File: src/rtl/regfile_dump.sv
// rtl/regfile_dump.sv - register file with two combinational read ports and a valid/ready full-file dump stream
// Optional write-first read bypass is enabled by defining REGFILE_BYPASS_EN.
module regfile_dump #(
    parameter int  DATA_W   = 16,
    parameter int  NUM_REGS = 8,
    localparam int ADDR_W   = (NUM_REGS > 2) ? $clog2(NUM_REGS) : 1
) (
    input  logic              Clk,
    input  logic              Reset,
    input  logic              LD_REG,
    input  logic [ADDR_W-1:0] DR,
    input  logic [DATA_W-1:0] Reg_In,
    input  logic [ADDR_W-1:0] SR1,
    input  logic [ADDR_W-1:0] SR2,
    output logic [DATA_W-1:0] SR1_Out,
    output logic [DATA_W-1:0] SR2_Out,
    input  logic              Dump_Start,
    output logic              Dump_Busy,
    output logic              Dump_Valid,
    input  logic              Dump_Ready,
    output logic [ADDR_W-1:0] Dump_Addr,
    output logic [DATA_W-1:0] Dump_Data,
    output logic              Dump_Last
);

    localparam logic [ADDR_W:0]   LP_COUNT = (ADDR_W + 1)'(NUM_REGS);
    localparam logic [ADDR_W-1:0] LP_LAST  = ADDR_W'(NUM_REGS - 1);

    typedef enum logic {IDLE = 1'b0, SEND = 1'b1} state_t;

    state_t            r_state;
    logic [DATA_W-1:0] r_regs [NUM_REGS];
    logic              r_valid;
    logic              r_busy;
    logic              r_last;
    logic [ADDR_W-1:0] r_addr;
    logic [DATA_W-1:0] r_data;

    logic              w_wr_en;
    logic              w_sr1_ok;
    logic              w_sr2_ok;
    logic [ADDR_W-1:0] w_next_addr;
    logic [DATA_W-1:0] w_sr1;
    logic [DATA_W-1:0] w_sr2;

    assign w_wr_en     = LD_REG && ({1'b0, DR} < LP_COUNT);
    assign w_sr1_ok    = {1'b0, SR1} < LP_COUNT;
    assign w_sr2_ok    = {1'b0, SR2} < LP_COUNT;
    assign w_next_addr = r_addr + ADDR_W'(1);

    always_ff @(posedge Clk or negedge Reset) begin
        if (!Reset) begin
            for (int i = 0; i < NUM_REGS; i++) begin
                r_regs[i] <= '0;
            end
        end else if (w_wr_en) begin
            r_regs[DR] <= Reg_In;
        end
    end

    // Out-of-range indices read as all-ones; the bypass only covers in-range writes.
    always_comb begin
        w_sr1 = '1;
        if (w_sr1_ok) begin
            w_sr1 = r_regs[SR1];
        end
`ifdef REGFILE_BYPASS_EN
        if (w_wr_en && (SR1 == DR)) begin
            w_sr1 = Reg_In;
        end
`endif
    end

    always_comb begin
        w_sr2 = '1;
        if (w_sr2_ok) begin
            w_sr2 = r_regs[SR2];
        end
`ifdef REGFILE_BYPASS_EN
        if (w_wr_en && (SR2 == DR)) begin
            w_sr2 = Reg_In;
        end
`endif
    end

    assign SR1_Out = w_sr1;
    assign SR2_Out = w_sr2;

    // Beat data is captured from the pre-edge array, so a same-edge write never leaks into the stream.
    always_ff @(posedge Clk or negedge Reset) begin
        if (!Reset) begin
            r_state <= IDLE;
            r_valid <= 1'b0;
            r_busy  <= 1'b0;
            r_last  <= 1'b0;
            r_addr  <= '0;
            r_data  <= '0;
        end else begin
            case (r_state)
                IDLE: begin
                    if (Dump_Start) begin
                        r_state <= SEND;
                        r_valid <= 1'b1;
                        r_busy  <= 1'b1;
                        r_last  <= 1'b0;
                        r_addr  <= '0;
                        r_data  <= r_regs[0];
                    end
                end
                SEND: begin
                    if (Dump_Ready) begin
                        if (r_last) begin
                            r_state <= IDLE;
                            r_valid <= 1'b0;
                            r_busy  <= 1'b0;
                            r_last  <= 1'b0;
                            r_addr  <= '0;
                            r_data  <= '0;
                        end else begin
                            r_addr <= w_next_addr;
                            r_data <= r_regs[w_next_addr];
                            r_last <= (w_next_addr == LP_LAST);
                        end
                    end
                end
                default: r_state <= IDLE;
            endcase
        end
    end

    assign Dump_Busy  = r_busy;
    assign Dump_Valid = r_valid;
    assign Dump_Addr  = r_addr;
    assign Dump_Data  = r_data;
    assign Dump_Last  = r_last;

endmodule

File: config.mk
export PLATFORM = sky130hd
export DESIGN_NAME = regfile_dump
export DESIGN_NICKNAME = d
export VERILOG_FILES = /design/src/rtl/regfile_dump.sv
export SDC_FILE = /design/constraint.sdc
export NUM_CORES = 1
export LEC_CHECK = 0
export CAP_MARGIN = 20
export CORE_MARGIN = 2
export CORE_UTILIZATION = 63
export DETAILED_ROUTE_END_ITERATION = 8
export GPL_TIMING_DRIVEN = 0
export PLACE_DENSITY = 0.92
export SETUP_SLACK_MARGIN = 0.1
export SLEW_MARGIN = 15
export SYNTH_ARGS = -nofsm -noshare
export SYNTH_HDL_FRONTEND = slang
export SYNTH_SLANG_ARGS = --single-unit
File: constraint.sdc
create_clock -name Clk -period 3.7 [get_ports Clk]
set_clock_uncertainty 0.15 [all_clocks]
set_input_delay 0.555 -clock Clk [delete_from_list [all_inputs] [get_ports Clk]]
set_output_delay 0.555 -clock Clk [all_outputs]
set_load 0.05 [all_outputs]
==> flow_summary_export.csv <==
group,metric,value,unit
floorplan,fp.dieW,125,microns
floorplan,rows,44,
clock_tree,cts_tree,"done",
sta,period_share,97.7,%
floorplan,ios,84,
worst_setup_path,rrSetupSlack,1.03,ns
worst_setup_path,critPathRequiredTime,2.99,ns
power_and_ir_drop,p_leak,4.77,nW
logic_synthesis,ys_seq_elements,150,
logic_synthesis,yosysUniqueCellTypes,36,
floorplan,core-area,14400,sq um
sta,report.final.slew_viol_count,0,
clock_tree,cts_root_buf,"clkbuf_16",
logic_synthesis,yosysWarnings,0,
worst_setup_path,reg2reg_depth,7,
sta,tightestPinTransition,1.05,ns
cells_and_area,area_growth,17.8,%
min_path,min_from,"r_regs[49]",
global_route,grt_pass1_vias,7410,
sta,slew_headroom,30.1,%
global_route,grt_max_degree,91,
power_and_ir_drop,pwr-share-seq,29.0,%
worst_setup_path,critPathTopFamily,"buffers and inverters",
sta,setup_viol,0,
cells_and_area,diodes,0,
detailed_routing,drt-initial-drc-count,1026,
cells_and_area,fin_util,75.6,%
detailed_routing,avgViaCountPerCell,7.51,
sta,rsz0062_at_grt,"yes",
power_and_ir_drop,power_density,813,nW/um^2
floorplan,start_util,64.1,%
global_route,overflow,0,
detailed_routing,drt.antenna.violating_nets,0,
clock_tree,cts_max_level,4,
min_path,hold_end,"r_regs[49]",
logic_synthesis,yosysMostFrequentCell,"mux2_2",
worst_setup_path,worstSetupPathType,"primary input to output pin",
worst_setup_path,critPathSlowestCell,"clkdlybuf4s50_1",
placed_design,place.gp.congestion,0.913,
logic_synthesis,yosysSeqAreaShare,40.6,%
sta,hold_viol_final,0,
global_route,antenna_found_initial,0,
power_and_ir_drop,power_frac_comb,51.2,%
worst_setup_path,path_cells,"clkdlybuf4s50_1, buf_2, mux4_1, mux2_2, clkdlybuf4s50_1",
worst_setup_path,worst_ep_arrival_time,2.91,ns
logic_synthesis,async_flop_share,100,%
power_and_ir_drop,power_frac_clock,19.7,%
detailed_routing,vias,7036,
detailed_routing,dr.pass1.iters,8,
floorplan,fp.dieH,125,microns
detailed_routing,drt_wl_total,28.6,mm
min_path,min_path_type,"register to register",
power_and_ir_drop,p_switching,3.86,mW
logic_synthesis,ys.flop_type,"dfrtp_1",
worst_setup_path,r2r-end,"Dump_Data[14]",
global_route,grt_pass1_wl,43.4,mm
clock_tree,clock_latency,0.44,ns
logic_synthesis,syn_area,9250,sq um
worst_setup_path,r2r-start,"Dump_Addr[0]",
power_and_ir_drop,power.share.switching,43.5,%
detailed_routing,routedWlPerCell,30.6,microns
clock_tree,clock_path_buffers,2,
sta,setup_slack,0.0842,ns
detailed_routing,drc,0,
worst_setup_path,cp.buffers_inverters,3,
min_path,holdPathStages,1,
logic_synthesis,synth_commonest_cells,"mux2_2, dfrtp_1, mux4_1, mux2i_1, nor2_1",
worst_setup_path,critPathLaunchType,"primary input",
placed_design,io_buffers,74,
sta,period_minus_slack,3.62,ns
logic_synthesis,synth_top_cell_area_share,40.6,%
worst_setup_path,path_common_cell,"clkdlybuf4s50_1",
power_and_ir_drop,p_int,5.00,mW
logic_synthesis,yosysTopAreaCell,"dfrtp_1",
logic_synthesis,synth_edf_count,0,
cells_and_area,nets,772,
placed_design,hpwl,17.5,mm
placed_design,pre_cts_slack,-0.277,ns
run_status,status,"complete, no violations",
worst_setup_path,endpoint_kind,"output pin",
cells_and_area,post_route_cells_drive_above_1_share,39.6,%
global_route,grtUsageTotal,37.0,%
logic_synthesis,syn-num-nets,677,
worst_setup_path,crit_fanout,10,
logic_synthesis,avgSynthCellArea,14.3,sq um
clock_tree,cts_buffers,17,
clock_tree,clkTransAtPathRegs,0.06,ns
sta,fmax,277,MHz
clock_tree,clock-sinks,150,
power_and_ir_drop,peakVddDrop,0.586,mV
logic_synthesis,synthCells,645,
floorplan,die-area,15700,sq um
logic_synthesis,yosys-top-cells-area,"dfrtp_1, mux2_2, mux4_1",
run,drv_cap,0,
worst_setup_path,slowest_delay,0.71,ns
[worst reg2reg max path: cells and delay by family (launching register included)]
kind            cells  cell delay, ns
buf+inv             4            1.09
fa+ha+maj           1            0.32
compound gates      2            0.53
flops               1            0.49
[routing by layer]
layer  vias to the layer above  global-route usage (%)  part of all wire, %
met5                         -                       0                    0
met4                         0                    20.1                  6.2
met3                       192                    12.0                   12
met2                       626                    57.0                   46
met1                      3485                    47.0                   36
li1                       2733                       -                    -
[per-stage QoR]
step / hold slack, ns / std cells / cell area, sq um / total power [mW] / TNS [ns]
after floorplan: 0.109 / 645 / 9250 / 5.49 / 0
after global placement: 0.364 / 903 / 10200 / 6.69 / -559.76
after detailed placement: 0.368 / 904 / 10300 / 6.90 / -7.07
after CTS: 0.395 / 937 / 10900 / 8.70 / 0
after global routing: 0.417 / 937 / 10900 / 9.08 / 0
final: 0.395 / 937 / 10900 / 8.86 / 0
[cells by family (layout without fill, tap and decap cells)]
| family | Yosys count | after routing | synth area share, % |
|---|---|---|---|
| compound gates | 89 | 89 | 6.45 |
| xor+xnor | 1 | 1 | 0.176 |
| fa+ha+maj | 2 | 2 | 0.270 |
| buf+inv | 55 | 163 | 3.88 |
| flops | 150 | 150 | 40.6 |
| mux | 290 | 290 | 44.5 |
| simple gates | 58 | 58 | 4.14 |
[layout make-up]
type / instances / area, sq um
Buffer: 53 / 367
Clock buffer: 20 / 457
Clock inverter: 12 / 128
Fill cell: 832 / 3520
Inverter: 2 / 7.51
Multi-Input combinational cell: 440 / 5140
Sequential cell: 150 / 3750
Tap cell: 184 / 230
Timing Repair Buffer: 76 / 818
[power groups by stage]
stage | clock [mW] | sequential (mW) | combinational, mW
floorplan | 0 | 2.75 | 2.74
global placement | 0 | 2.47 | 4.22
detailed placement | 0 | 2.54 | 4.36
CTS | 1.73 | 2.53 | 4.44
global route | 1.81 | 2.61 | 4.67
finish | 1.75 | 2.57 | 4.54
[worst max path at each step]
stage / slack, ns / depth (start not counted) / endpoint / from
6_report: 0.08 / 5 / SR2_Out[5] / SR2[1]
5_1_grt: 0.09 / 5 / SR1_Out[0] / SR1[1]
4_1_cts: 0.10 / 5 / SR2_Out[15] / SR2[1]
3_5_place_dp: -0.28 / 5 / SR1_Out[13] / SR1[1]
3_3_place_gp: -3.71 / 1 / Dump_Last / Reset
2_1_floorplan: 1.26 / 4 / SR1_Out[1] / SR1[0]
[layout by cell type (no fill, tap or decap), types with 2 or more instances in the layout]
master             n
nor2b_1           18
dlygate4sd2_1      2
inv_1              2
clkbuf_1          10
bufinv_16          2
a21o_1            17
mux4_1            46
nand2_1            6
o31ai_1           16
nand2b_1           2
nand4b_2           3
o21ai_0            3
a211oi_1          16
dfrtp_1          150
buf_8              2
nor3b_4            2
ha_1               2
clkinv_2           4
clkbuf_4           2
clkbuf_8           2
buf_2             16
a21oi_1           17
mux4_2            18
buf_6             11
dlymetal6s2s_1    15
o22ai_1           17
clkdlybuf4s50_1   56
nor2_1            20
nor3_4             2
mux2_2           193
buf_4             12
mux2i_1           33
clkinvlp_4         4
clkbuf_16         17
[what timing repair did]
action | 4_1_cts | 5_1_grt
setup buffers | 0 | 0
endpoints found under the hold margin | 60 | 0
gates resized for setup | 13 | 16
hold buffers | 1 | 0
endpoints found under the setup margin | 32 | 21
[sequential cells by signal, indices dropped and copies added, names as in the netlist]
name       count
r_state        1
Dump_Addr      3
r_regs       128
Dump_Busy      1
Dump_Data     16
Dump_Last      1
Power figures use the tool's default switching activity.
